File: config.mk
export PLATFORM = sky130hd
export DESIGN_NAME = csa_serial_multiplier_flat
export DESIGN_NICKNAME = d
export VERILOG_FILES = /design/src/rtl/csa_serial_multiplier_if.sv /design/src/rtl/csa_serial_multiplier.sv /design/src/flat_wrapper.sv
export SDC_FILE = /design/constraint.sdc
export NUM_CORES = 1
export LEC_CHECK = 0
export ABC_CLOCK_PERIOD_IN_PS = 6770
export CAP_MARGIN = 20
export CORE_MARGIN = 3
export CORE_UTILIZATION = 40
export CTS_CLUSTER_SIZE = 28
export DETAILED_ROUTE_END_ITERATION = 8
export PLACE_DENSITY = 0.7
export SLEW_MARGIN = 40
export SYNTH_ARGS = -nofsm -noshare
export SYNTH_HDL_FRONTEND = slang
export SYNTH_SLANG_ARGS = --single-unit
File: constraint.sdc
create_clock -name clk -period 6.77 [get_ports clk]
set_input_delay 0.677 -clock clk [delete_from_list [all_inputs] [get_ports clk]]
set_output_delay 0.677 -clock clk [all_outputs]
set_load 0.05 [all_outputs]
File: src/rtl/csa_serial_multiplier_if.sv
// Bus bundle for the carry-save serial multiplier.
//
// Handshake: start is a request sampled only when the core is IDLE or DONE,
// and the operands are captured on that same edge. busy is high for the
// WIDTH cycles of RUN. done is a one-cycle valid pulse. There is no
// backpressure: sum/carry hold their value from done until the next accepted
// start, so a consumer may read them during or after the pulse.
// dbg_state mirrors the controller state (0=IDLE, 1=RUN, 2=DONE).
interface csa_serial_multiplier_if #(
  parameter int WIDTH = 8
);
  logic                   start;
  logic [WIDTH-1:0]       multiplicand;
  logic [WIDTH-1:0]       multiplier;
  logic                   busy;
  logic                   done;
  logic [2*WIDTH-1:0]     sum;
  logic [2*WIDTH-1:0]     carry;
  logic [1:0]             dbg_state;

  modport master (
    output start,
    output multiplicand,
    output multiplier,
    input  busy,
    input  done,
    input  sum,
    input  carry,
    input  dbg_state
  );

  modport slave (
    input  start,
    input  multiplicand,
    input  multiplier,
    output busy,
    output done,
    output sum,
    output carry,
    output dbg_state
  );
endinterface

File: src/rtl/csa_serial_multiplier.sv
// Signed serial-parallel multiplier in carry-save form.
// One multiplier bit is consumed per clock; partial products are folded into
// a redundant (sum, carry) pair with a single 3:2 compressor row, so no carry
// ever ripples inside the loop. The product is sum + (carry << 1), mod 2^(2W).
// The multiplier sign bit carries negative weight, so on the last step the
// pre-negated multiplicand is accumulated instead of the multiplicand itself.
module csa_serial_multiplier #(
  parameter int WIDTH = 8
) (
  input  logic                   clk,
  input  logic                   rst_n,
  csa_serial_multiplier_if.slave bus
);

  localparam int PW = 2 * WIDTH;
  localparam int CW = (WIDTH > 1) ? $clog2(WIDTH) : 1;
  localparam logic [CW-1:0] LAST = CW'(WIDTH - 1);

  typedef enum logic [1:0] {
    S_IDLE = 2'd0,
    S_RUN  = 2'd1,
    S_DONE = 2'd2
  } state_t;

  state_t            state_q, state_d;
  logic [WIDTH-1:0]  x_q, x_d;        // multiplicand
  logic [WIDTH:0]    negx_q, negx_d;  // -X, one extra bit so -(-2^(W-1)) fits
  logic [WIDTH-1:0]  y_q, y_d;        // multiplier, shifted right each step
  logic [CW-1:0]     count_q, count_d;
  logic [PW-1:0]     sum_q, sum_d;
  logic [PW-1:0]     carry_q, carry_d;
  logic              busy_q, busy_d;
  logic              done_q, done_d;

  // Datapath helpers for the current step.
  logic [PW-1:0]     x_ext;
  logic [PW-1:0]     negx_ext;
  logic [PW-1:0]     pp;
  logic [PW-1:0]     csa_a;
  logic [PW-1:0]     csa_b;

  // Partial product for the bit at the bottom of the multiplier shift register.
  always_comb begin
    x_ext    = {{WIDTH{x_q[WIDTH-1]}}, x_q};
    negx_ext = {{(WIDTH-1){negx_q[WIDTH]}}, negx_q};
    pp       = '0;
    if (y_q[0]) begin
      if (count_q == LAST) begin
        pp = negx_ext << count_q;
      end else begin
        pp = x_ext << count_q;
      end
    end
    csa_a = sum_q;
    csa_b = {carry_q[PW-2:0], 1'b0};
  end

  // Next-state and next-register computation for controller and datapath.
  always_comb begin
    state_d = state_q;
    x_d     = x_q;
    negx_d  = negx_q;
    y_d     = y_q;
    count_d = count_q;
    sum_d   = sum_q;
    carry_d = carry_q;
    busy_d  = busy_q;
    done_d  = 1'b0;

    unique case (state_q)
      S_IDLE: begin
        busy_d = 1'b0;
        if (bus.start) begin
          state_d = S_RUN;
          x_d     = bus.multiplicand;
          negx_d  = -{bus.multiplicand[WIDTH-1], bus.multiplicand};
          y_d     = bus.multiplier;
          count_d = '0;
          sum_d   = '0;
          carry_d = '0;
          busy_d  = 1'b1;
        end
      end

      S_RUN: begin
        // start is deliberately not looked at here.
        sum_d   = csa_a ^ csa_b ^ pp;
        carry_d = (csa_a & csa_b) | (csa_a & pp) | (csa_b & pp);
        y_d     = y_q >> 1;
        count_d = count_q + CW'(1);
        if (count_q == LAST) begin
          state_d = S_DONE;
          busy_d  = 1'b0;
          done_d  = 1'b1;
        end
      end

      S_DONE: begin
        busy_d = 1'b0;
        if (bus.start) begin
          // Back-to-back accept: reload straight from DONE, no IDLE bubble.
          state_d = S_RUN;
          x_d     = bus.multiplicand;
          negx_d  = -{bus.multiplicand[WIDTH-1], bus.multiplicand};
          y_d     = bus.multiplier;
          count_d = '0;
          sum_d   = '0;
          carry_d = '0;
          busy_d  = 1'b1;
        end else begin
          state_d = S_IDLE;
        end
      end

      default: begin
        state_d = S_IDLE;
        busy_d  = 1'b0;
      end
    endcase
  end

  // State and datapath registers; reset clears everything, even mid-run.
  always_ff @(posedge clk or negedge rst_n) begin
    if (!rst_n) begin
      state_q <= S_IDLE;
      x_q     <= '0;
      negx_q  <= '0;
      y_q     <= '0;
      count_q <= '0;
      sum_q   <= '0;
      carry_q <= '0;
      busy_q  <= 1'b0;
      done_q  <= 1'b0;
    end else begin
      state_q <= state_d;
      x_q     <= x_d;
      negx_q  <= negx_d;
      y_q     <= y_d;
      count_q <= count_d;
      sum_q   <= sum_d;
      carry_q <= carry_d;
      busy_q  <= busy_d;
      done_q  <= done_d;
    end
  end

  assign bus.busy      = busy_q;
  assign bus.done      = done_q;
  assign bus.sum       = sum_q;
  assign bus.carry     = carry_q;
  assign bus.dbg_state = state_q;

endmodule

File: src/flat_wrapper.sv
// flat-port wrapper written by rule: the top's interface ports become plain ports
module csa_serial_multiplier_flat 
#(
  parameter int WIDTH = 8
)
  (clk, rst_n, bus_start, bus_multiplicand, bus_multiplier, bus_busy, bus_done, bus_sum, bus_carry, bus_dbg_state);
  csa_serial_multiplier_if #(.WIDTH(WIDTH)) bus_i ();
  input  logic clk;
  input  logic rst_n;
  input wire logic [$bits(bus_i.start)-1:0] bus_start;
  input wire logic [$bits(bus_i.multiplicand)-1:0] bus_multiplicand;
  input wire logic [$bits(bus_i.multiplier)-1:0] bus_multiplier;
  output wire logic [$bits(bus_i.busy)-1:0] bus_busy;
  output wire logic [$bits(bus_i.done)-1:0] bus_done;
  output wire logic [$bits(bus_i.sum)-1:0] bus_sum;
  output wire logic [$bits(bus_i.carry)-1:0] bus_carry;
  output wire logic [$bits(bus_i.dbg_state)-1:0] bus_dbg_state;
  assign bus_i.start = bus_start;
  assign bus_i.multiplicand = bus_multiplicand;
  assign bus_i.multiplier = bus_multiplier;
  assign bus_busy = bus_i.busy;
  assign bus_done = bus_i.done;
  assign bus_sum = bus_i.sum;
  assign bus_carry = bus_i.carry;
  assign bus_dbg_state = bus_i.dbg_state;
  csa_serial_multiplier #(.WIDTH(WIDTH)) u_core (.clk(clk), .rst_n(rst_n), .bus(bus_i));
endmodule
==> results.toml <==
[global_routing]
grt_max_degree = 64
grt_pass1_wl_mm = 12.28
grt_usage = 0.1566
busiest_layer = "met1"
grt_remaining_overflow = 0
antenna_found_initial = 0
grt_pass1_vias = 2486
met2_usage = 0.2237
use_met3 = 0.04137
grt.met1_usage = 0.2285

[clocking]
h-tree-depth = 3
clk_path_buf_depth = 2
post_cts_buffers = 0
cts_buffers = 9
cts_tree = "yes"
postCtsHoldBufs = 0
clk_pin_slew_ns = 0.07
ctsResizeCount = 0
clk_latency_ns = 0.34
cts.sink_count = 63
ctsRootBufferMaster = "clkbuf_8"

[placement]
hpwl_mm = 5.160
place_congestion = 0.8347
io_buffers = 54
dp_cells = 495

[logic_synthesis]
synth_area_leaders = "dfrtp_1, fa_1, nand2_1"
netlist-cell-type-count = 36
ys_async_sr_fraction = 1.000
synth_top_area_share = 0.4541
synth-edff-count = 0
ys_seq_area_frac = 0.4541
ys_ff_latch = 63
yosys.area.top_type = "dfrtp_1"
synth_flop_cell = "dfrtp_1"
syn_inst = 354
netlist_area_um2 = 3472
avgSynthCellArea_um2 = 9.808
synthesis.nets = 393
ys_warn_count = 0

[floorplan]
initial_core_util = 0.4163
dieHeight_um = 99.17
die_w_um = 99.17
io_pins = 55
dieArea_um2 = 9834
row_count = 33
core-area_um2 = 8341

[critical_path]
cp-start-kind = "register"
crit_fanout = 20
cp_common_cell = "ha_1"
slowest_stage = "dfrtp_1"
cp_cell_sequence = "ha_1 > ha_1 > mux4_2 > mux2i_1 > nor2_1 > a21oi_1 > fa_1 > o21ai_0"
criticalPathCategory = "register to register"
end_kind = "register"
crit_arrival_ns = 3.49
cpPeakStageDelay_ns = 0.85
cp_data_required_time_ns = 7.02

[drt]
drtPass1Iterations = 4
ant_nets = 0
drt-total-wl_mm = 7.050
wl_per_cell_um = 13.85
drcViolationCount = 0
routed-via-count = 2541
drt-initial-drc-count = 117
vias_per_cell = 4.992

[outcome]
status = "complete, no violations"

[timing]
min_period_over_period = 0.4773
max_freq_mhz = 309.5
timing.slew.headroom = 0.4739
fin_skew_ns = 0.009488
setup_viol = 0
finalMaxSlewViolations = 0
min_period_ns = 3.231
rsz0062_at_grt = "false"
fin_setup_tns_ns = 0
worstMarginPinSlew_ns = 0.7876
hold_violations = 0

[flow_run]
drv_cap = 0

[cells_and_area]
antennaDiodeCount = 0
nNetsFinal = 440
fin_cells = 509
drive_gt1_frac = 0.07178
areaGrowthSynthToFinish_pct = 22.13

[pwr]
powerDensity_nw_per_um2 = 520.1
finalPower_uw = 2206
cellLeakagePower_uw = 0.001834
peakVddDrop_v = 0.0001943

[min_path]
hold_path_class = "input pin to async pin"
## area by class of cell
class	instances	area [um^2]
tap	105	131.4
multi-input combinational	238	1678
sequential	63	1577
clock inverter	2	10.01
fill	779	4100
timing repair buffer	57	589.3
inverter	32	120.1
clock buffer	12	135.1
## worst paths after layout
kind,start,endpoint,slack [ns],cells after the start
max in group asynchronous,rst_n,u_core.x_q[3]$_DFFE_PN0P_,5.97,2
min reg2reg,u_core.y_q[5]$_DFFE_PN0P_,u_core.y_q[5]$_DFFE_PN0P_,0.49,2
max,u_core.count_q[0]$_DFFE_PN0P_,u_core.bus.sum[9]$_DFFE_PN0P_,3.54,8
min in group clk,u_core.y_q[5]$_DFFE_PN0P_,u_core.y_q[5]$_DFFE_PN0P_,0.49,2
max reg2reg,u_core.count_q[0]$_DFFE_PN0P_,u_core.bus.sum[9]$_DFFE_PN0P_,3.54,8
min,rst_n,u_core.bus.carry[1]$_DFFE_PN0P_,0.41,2
## registers in the layout, indices dropped and copies added, names as in the netlist
register and flops:
u_core.bus.busy 1, u_core.bus.carry 16, u_core.bus.dbg_state 2, u_core.bus.done 1, u_core.bus.sum 16, u_core.count_q 3, u_core.negx_q 9, u_core.x_q 7
u_core.y_q 8
## synthesized netlist by cell type, drive strengths merged, types with 2 or more instances
master and instances:
a21o 3, o31ai 2, mux2 6, ha 5, and2 3, buf 15, a22oi 7, nor2b 5
inv 32, fa 15, xor2 4, o21ai 46, mux2i 23, nand3 2, mux4 2, nand2b 5
nand2 77, clkbuf 6, a21oi 3, a22o 7, a221oi 2, o22ai 3, dfrtp 63, nor2 11
## report_power, final
part / switching (uW) / internal (uW) / total, uW
Sequential: 174 / 542 / 716
Combinational: 752 / 474 / 1230
Clock: 135 / 128 / 263
Total: 1060 / 1140 / 2210
## placed cells by master (no fill, tap or decap), types with 3 or more instances in the layout
| cell | instances |
|---|---|
| nand2_1 | 77 |
| dfrtp_1 | 63 |
| clkdlybuf4s50_1 | 53 |
| o21ai_0 | 38 |
| inv_1 | 32 |
| mux2i_1 | 23 |
| fa_1 | 15 |
| nor2_1 | 10 |
| clkbuf_8 | 9 |
| o21ai_1 | 8 |
| a22oi_1 | 7 |
| a22o_1 | 7 |
| mux2_2 | 6 |
| ha_1 | 5 |
| nor2b_1 | 4 |
| xor2_1 | 4 |
| a21o_1 | 3 |
| and2_1 | 3 |
| nand2b_1 | 3 |
| o22ai_1 | 3 |
| a21oi_1 | 3 |
| clkbuf_1 | 3 |
## per-stage QoR
step / instance area, um^2 / setup slack, ns / hold WS [ns] / util
finish: 4240 / 3.539 / 0.4083 / 0.5084
floorplan: 3472 / 4.424 / 0.3814 / -
CTS: 4232 / 3.577 / 0.4935 / 0.5074
detailed placement: 4086 / 3.582 / 0.4793 / 0.4899
global placement: 4041 / 3.691 / 0.4689 / 0.4845
global route: 4240 / 3.296 / 0.4550 / 0.5084
## critical path, delay by kind of cell (launching register included)
family          cells  cell delay (ns)
compound gates      2             0.30
fa+ha+maj           3             1.13
flops               1             0.85
mux                 2             0.78
simple gates        1             0.07
## routing by layer
metal,up-vias,share of wire
met2,60,0.44
li1,1268,-
met5,-,0
met3,10,0.048
met1,1203,0.49
met4,0,0.017
## kinds of logic (layout without fill, tap and decap cells)
| family | after synthesis | count (layout) | share of synthesized area |
|---|---|---|---|
| AO/OA/AOI/OAI | 74 | 74 | 0.1268 |
| XOR/XNOR | 5 | 5 | 0.01261 |
| adder cells (fa/ha/maj) | 20 | 20 | 0.1045 |
| buffers and inverters | 53 | 103 | 0.06631 |
| flip-flops | 63 | 63 | 0.4541 |
| multiplexers | 31 | 31 | 0.09874 |
| AND/OR/NAND/NOR | 108 | 108 | 0.1369 |
Power figures use the tool's default switching activity.
